File: src/rtl/mips_pkg.sv
// Shared encodings for the multicycle MIPS control unit: state codes, opcodes, mux selects.
package mips_pkg;

   localparam int unsigned STATE_W  = 4;
   localparam int unsigned OPCODE_W = 6;
   localparam int unsigned COUNT_W  = 32;

   typedef enum logic [STATE_W-1:0] {
      S_FETCH     = 4'd0,
      S_DECODE    = 4'd1,
      S_MEM_ADDR  = 4'd2,
      S_MEM_READ  = 4'd3,
      S_MEM_WB    = 4'd4,
      S_MEM_WRITE = 4'd5,
      S_EXECUTE   = 4'd6,
      S_R_WB      = 4'd7,
      S_BRANCH    = 4'd8,
      S_JUMP      = 4'd9,
      S_ADDI_EX   = 4'd10,
      S_ADDI_WB   = 4'd11
   } state_t;

   localparam logic [OPCODE_W-1:0] OP_RTYPE = 6'b000000;
   localparam logic [OPCODE_W-1:0] OP_LW    = 6'b100011;
   localparam logic [OPCODE_W-1:0] OP_SW    = 6'b101011;
   localparam logic [OPCODE_W-1:0] OP_BEQ   = 6'b000100;
   localparam logic [OPCODE_W-1:0] OP_J     = 6'b000010;
   localparam logic [OPCODE_W-1:0] OP_ADDI  = 6'b001000;

   // ALUOp: add, subtract (branch compare), decode from funct field
   localparam logic [1:0] ALUOP_ADD   = 2'b00;
   localparam logic [1:0] ALUOP_SUB   = 2'b01;
   localparam logic [1:0] ALUOP_FUNCT = 2'b10;

   // PCSource: ALU result, ALUOut register, jump target
   localparam logic [1:0] PCSRC_ALU    = 2'b00;
   localparam logic [1:0] PCSRC_ALUOUT = 2'b01;
   localparam logic [1:0] PCSRC_JUMP   = 2'b10;

   // ALUSrcB: register B, constant 4, sign-extended imm, shifted imm
   localparam logic [1:0] SRCB_REG   = 2'b00;
   localparam logic [1:0] SRCB_FOUR  = 2'b01;
   localparam logic [1:0] SRCB_IMM   = 2'b10;
   localparam logic [1:0] SRCB_SHIFT = 2'b11;

endpackage

File: src/rtl/retire_counter.sv
// Free-running count of retired instructions; wraps modulo 2^32.
module retire_counter
   import mips_pkg::*;
(
   input  logic               clock,
   input  logic               reset,
   input  logic               inc,
   output logic [COUNT_W-1:0] count
);

   // Count register; holds when inc is low
   always_ff @(posedge clock or posedge reset) begin
      if (reset)
         count <= '0;
      else if (inc)
         count <= count + COUNT_W'(1);
   end

endmodule

File: src/rtl/multicycle_control.sv
// Multicycle MIPS main control FSM with retired-instruction counter.
module multicycle_control
   import mips_pkg::*;
#(
   parameter bit MEM_WAIT_EN = 1'b1
)(
   input  logic                clock,
   input  logic                reset,
   input  logic [OPCODE_W-1:0] opcode,
   input  logic                mem_ready,
   output logic                PCWrite,
   output logic                PCWriteCond,
   output logic                IorD,
   output logic                MemRead,
   output logic                MemWrite,
   output logic                IRWrite,
   output logic                MemtoReg,
   output logic                ALUSrcA,
   output logic                RegWrite,
   output logic                RegDst,
   output logic [1:0]          PCSource,
   output logic [1:0]          ALUOp,
   output logic [1:0]          ALUSrcB,
   output logic [STATE_W-1:0]  state,
   output logic                illegal_op,
   output logic [COUNT_W-1:0]  instr_count
);

   state_t state_q;
   state_t state_d;
   logic   ready;
   logic   retire;

   assign ready = MEM_WAIT_EN ? mem_ready : 1'b1;
   assign state = state_q;

   // State register
   always_ff @(posedge clock or posedge reset) begin
      if (reset)
         state_q <= S_FETCH;
      else
         state_q <= state_d;
   end

   // Next state and Moore-style control decode; everything is held low during reset
   always_comb begin
      state_d     = S_FETCH;
      PCWrite     = 1'b0;
      PCWriteCond = 1'b0;
      IorD        = 1'b0;
      MemRead     = 1'b0;
      MemWrite    = 1'b0;
      IRWrite     = 1'b0;
      MemtoReg    = 1'b0;
      ALUSrcA     = 1'b0;
      RegWrite    = 1'b0;
      RegDst      = 1'b0;
      PCSource    = PCSRC_ALU;
      ALUOp       = ALUOP_ADD;
      ALUSrcB     = SRCB_REG;
      illegal_op  = 1'b0;
      retire      = 1'b0;

      case (state_q)
         S_FETCH: begin
            MemRead = 1'b1;
            ALUSrcB = SRCB_FOUR;
            IRWrite = ready;
            PCWrite = ready;
            state_d = ready ? S_DECODE : S_FETCH;
         end
         S_DECODE: begin
            ALUSrcB = SRCB_SHIFT;
            case (opcode)
               OP_LW, OP_SW: state_d = S_MEM_ADDR;
               OP_RTYPE:     state_d = S_EXECUTE;
               OP_BEQ:       state_d = S_BRANCH;
               OP_J:         state_d = S_JUMP;
               OP_ADDI:      state_d = S_ADDI_EX;
               default: begin
                  state_d    = S_FETCH;
                  illegal_op = 1'b1;
               end
            endcase
         end
         S_MEM_ADDR: begin
            ALUSrcA = 1'b1;
            ALUSrcB = SRCB_IMM;
            state_d = (opcode == OP_LW) ? S_MEM_READ : S_MEM_WRITE;
         end
         S_MEM_READ: begin
            MemRead = 1'b1;
            IorD    = 1'b1;
            state_d = ready ? S_MEM_WB : S_MEM_READ;
         end
         S_MEM_WB: begin
            RegWrite = 1'b1;
            MemtoReg = 1'b1;
            retire   = 1'b1;
         end
         S_MEM_WRITE: begin
            MemWrite = 1'b1;
            IorD     = 1'b1;
            state_d  = ready ? S_FETCH : S_MEM_WRITE;
            retire   = ready;
         end
         S_EXECUTE: begin
            ALUSrcA = 1'b1;
            ALUOp   = ALUOP_FUNCT;
            state_d = S_R_WB;
         end
         S_R_WB: begin
            RegWrite = 1'b1;
            RegDst   = 1'b1;
            retire   = 1'b1;
         end
         S_BRANCH: begin
            ALUSrcA     = 1'b1;
            ALUOp       = ALUOP_SUB;
            PCWriteCond = 1'b1;
            PCSource    = PCSRC_ALUOUT;
            retire      = 1'b1;
         end
         S_JUMP: begin
            PCWrite  = 1'b1;
            PCSource = PCSRC_JUMP;
            retire   = 1'b1;
         end
         S_ADDI_EX: begin
            ALUSrcA = 1'b1;
            ALUSrcB = SRCB_IMM;
            state_d = S_ADDI_WB;
         end
         S_ADDI_WB: begin
            RegWrite = 1'b1;
            retire   = 1'b1;
         end
         default: state_d = S_FETCH;
      endcase

      if (reset) begin
         PCWrite     = 1'b0;
         PCWriteCond = 1'b0;
         IorD        = 1'b0;
         MemRead     = 1'b0;
         MemWrite    = 1'b0;
         IRWrite     = 1'b0;
         MemtoReg    = 1'b0;
         ALUSrcA     = 1'b0;
         RegWrite    = 1'b0;
         RegDst      = 1'b0;
         PCSource    = 2'b00;
         ALUOp       = 2'b00;
         ALUSrcB     = 2'b00;
         illegal_op  = 1'b0;
         retire      = 1'b0;
      end
   end

   retire_counter u_retire (
      .clock (clock),
      .reset (reset),
      .inc   (retire),
      .count (instr_count)
   );

endmodule

File: config.mk
export PLATFORM = sky130hd
export DESIGN_NAME = multicycle_control
export DESIGN_NICKNAME = d
export VERILOG_FILES = /design/src/rtl/mips_pkg.sv /design/src/rtl/retire_counter.sv /design/src/rtl/multicycle_control.sv
export SDC_FILE = /design/constraint.sdc
export NUM_CORES = 1
export LEC_CHECK = 0
export CORE_MARGIN = 1
export CORE_UTILIZATION = 48
export DETAILED_ROUTE_END_ITERATION = 16
export GPL_TIMING_DRIVEN = 0
export PLACE_DENSITY = 0.8
export SLEW_MARGIN = 20
export SYNTH_ARGS = -nofsm -noshare
export SYNTH_HDL_FRONTEND = slang
export SYNTH_HIERARCHICAL = 1
export SYNTH_SLANG_ARGS = --single-unit
export TNS_END_PERCENT = 20
File: constraint.sdc
create_clock -name clock -period 2.95 [get_ports clock]
set_input_delay 0.59 -clock clock [delete_from_list [all_inputs] [get_ports clock]]
set_output_delay 0.59 -clock clock [all_outputs]
set_load 0.005 [all_outputs]
==> run_results.csv, run 1 <==
group,metric,value,unit
logic_synthesis,yosys-top-cells-area,"dfrtp_1, xor2_1, xnor2_1, buf_6, nor2_1",
floorplanning,core-area,4380,sq um
final_layout,insertedDiodeCount,0,
timing,hold_viol,0,
timing,worst_slew_pin_slew,668,ps
clock_network,cts_tree,"built",
clock_network,cts.repair.resized,0,
logic_synthesis,synth_seq_area_share,41.0,%
setup_path,cp_data_arrival_time,2310,ps
worst_hold_path,hp-class,"reg2reg",
timing,slew_violations,0,
logic_synthesis,synth.most_common_cell,"dfrtp_1",
setup_path,cp_max_fo,8,
logic_synthesis,ys.flop_type,"dfrtp_1",
clock_network,cts-buffers-inserted,5,
detailed_routing,wl_per_cell,14.5,microns
setup_path,crit_type,"in2out",
logic_synthesis,synth.largest_area_cell,"dfrtp_1",
place,gp_congestion,0.846,
clock_network,clk_path_buf_depth,2,
detailed_routing,drc_errors,0,
clock_network,hold_buffers,0,
logic_synthesis,synthesis.nets,221,
timing,max_freq,344,MHz
logic_synthesis,synth-edff-count,0,
clock_network,clock_sinks,36,
grt,grt_max_degree,33,
logic_synthesis,synthTopCellsByCount,"dfrtp_1, xor2_1, nor2_1, nand2_1, xnor2_1",
timing,setup_viol,0,
floorplanning,rows,24,
floorplanning,die-width,69.7,microns
timing,finalCriticalPeriod,2900,ps
logic_synthesis,avgSynthCellArea,10.4,sq um
place,port_buffers,61,
grt,grt_usage,20.3,%
floorplanning,die_area,4850,sq um
power_and_ir_drop,total_power,1.09,mW
grt,overflow,0,
logic_synthesis,synth-seq-cells,36,
detailed_routing,via_per_inst,5.53,
final_layout,final_nets,289,
grt,grt_pass1_wl,7930,microns
clock_network,h-tree-depth,2,
final_layout,area_growth,35.1,%
detailed_routing,wl,4790,microns
logic_synthesis,yosysTopAreaCellShare,41.0,%
setup_path,endpoint_kind,"output pin",
power_and_ir_drop,max-vdd-ir-drop,0.260,mV
final_layout,drive_gt1_share,13.6,%
grt,grt_pass1_vias,1635,
place,hpwlAfterDp,3520,microns
setup_path,worstPathRequired,2360,ps
setup_path,r2r_slack,460,ps
timing,period_share,98.4,%
final_layout,fin_area,2970,sq um
logic_synthesis,ys_types,51,
setup_path,start_kind,"primary input",
status,status,"finished, final reports clean",
logic_synthesis,async_flop_share,100,%
logic_synthesis,yosys_warnings,6,
detailed_routing,ant_nets,0,
floorplanning,initial_core_util,50.1,%
logic_synthesis,synthCells,211,
run,cap_violations,0,
floorplanning,die-height,69.7,microns
clock_network,cts.reportedPaths.clkPinSlew,70,ps
detailed_routing,drt_first_pass_iters,4,
detailed_routing,vias,1832,
clock_network,clock_latency,280,ps
clock_network,cts-root-buf,"clkbuf_8",
logic_synthesis,synth.cell_area,2200,sq um
final_layout,final_util,67.7,%
timing,final.setup_skew,3.99,ps
detailed_routing,drtIter0Drc,103,
place,post_dp_cell_area,2870,sq um
grt,antenna_found_initial,0,
power_and_ir_drop,p_leak,1.30,nW
power_and_ir_drop,power_density,365,nW/um^2
timing,relSlewSlack,55.4,%
floorplanning,ios,62,
clock_network,cts_setup_buffers,0,
## where the power goes
group,switching [mW],total [mW],internal [mW]
clock,0.162,0.323,0.160
sequential,0.0290,0.544,0.515
combinational,0.0988,0.218,0.119
## layout make-up
cell class	instances	area [sq um]
Fill cell	383	1420
Multi-Input combinational cell	159	1190
Sequential cell	36	901
Timing Repair Buffer	61	611
Buffer	12	105
Clock buffer	6	72.6
Tap cell	52	65.1
Inverter	4	15.0
Clock inverter	1	5.00
## worst paths after layout
| check | start | endpoint | depth (start not counted) |
|---|---|---|---|
| max | reset | PCSource[0] | 7 |
| min | u_retire/count[31] | u_retire/count[31] | 1 |
| max reg2reg | state[0] | u_retire/count[25] | 8 |
| min reg2reg | u_retire/count[31] | u_retire/count[31] | 1 |
| max in group asynchronous | reset | u_retire/count[10] | 2 |
| min in group asynchronous | reset | u_retire/count[1] | 2 |
## cell usage in the layout (no fill, tap or decap), types with 6 or more instances in the layout
| cell type | Yosys | final |
|---|---|---|
| nand2_1 | 15 | 15 |
| nand3_1 | 11 | 11 |
| clkdlybuf4s50_1 | 0 | 61 |
| xnor2_1 | 13 | 13 |
| nand4_1 | 6 | 6 |
| nor3_1 | 11 | 10 |
| dfrtp_1 | 36 | 36 |
| buf_6 | 6 | 6 |
| nor2_1 | 16 | 16 |
| xor2_1 | 21 | 21 |
## critical path: stages
cell and delay, ps:
clkdlybuf4s50_1 430, buf_2 200, nor2_1 130, nand2_1 140, nor3_2 190, buf_4 140
clkdlybuf4s50_1 490
## through the flow
stage | setup TNS, ps | setup WS, ps | hold WS, ps | cells
finish | 0 | 46.0 | 469 | 331
global route | -35.1 | -35.1 | 496 | 331
CTS | 0 | 8.04 | 477 | 331
detailed placement | -3060 | -278 | 465 | 324
global placement | -2270 | -246 | 455 | 324
floorplan | 0 | 576 | 465 | 211
## sequential cells by signal, summed over array words and instances, names as in the netlist
| signal | count |
|---|---|
| state | 4 |
| u_retire/count | 32 |
## routing by layer
metal | part of all wire [%] | GRT usage [%] | vias to the layer above | routed length [microns]
li1 | - | - | 893 | -
met5 | 0 | 0 | - | 0
met4 | 0.88 | 6.22 | 0 | 42
met3 | 5.3 | 4.36 | 4 | 255
met1 | 48 | 30.2 | 880 | 2290
met2 | 46 | 29.6 | 55 | 2200
## logic make-up after synthesis
family | Yosys count | share of synthesized area, %
AND/OR/NAND/NOR | 105 | 32.3
flip-flops | 36 | 41.0
XOR/XNOR | 34 | 13.5
AO/OA/AOI/OAI | 18 | 6.66
buffers and inverters | 16 | 5.46
multiplexers | 1 | 0.512
adder cells (fa/ha/maj) | 1 | 0.569
Power figures use the tool's default switching activity.
==> run 2, diff against run 1 <==
CTS_CLUSTER_DIAMETER = 100   (was not set)
==> results of run 2 <==
Final layout, timing and power as in run 1 (identical DEF).
==> run 3, diff against run 2 <==
SKIP_CTS_REPAIR_TIMING = 1   (was not set)
==> results of run 3 <==
Final layout, timing and power as in run 1 (identical DEF).
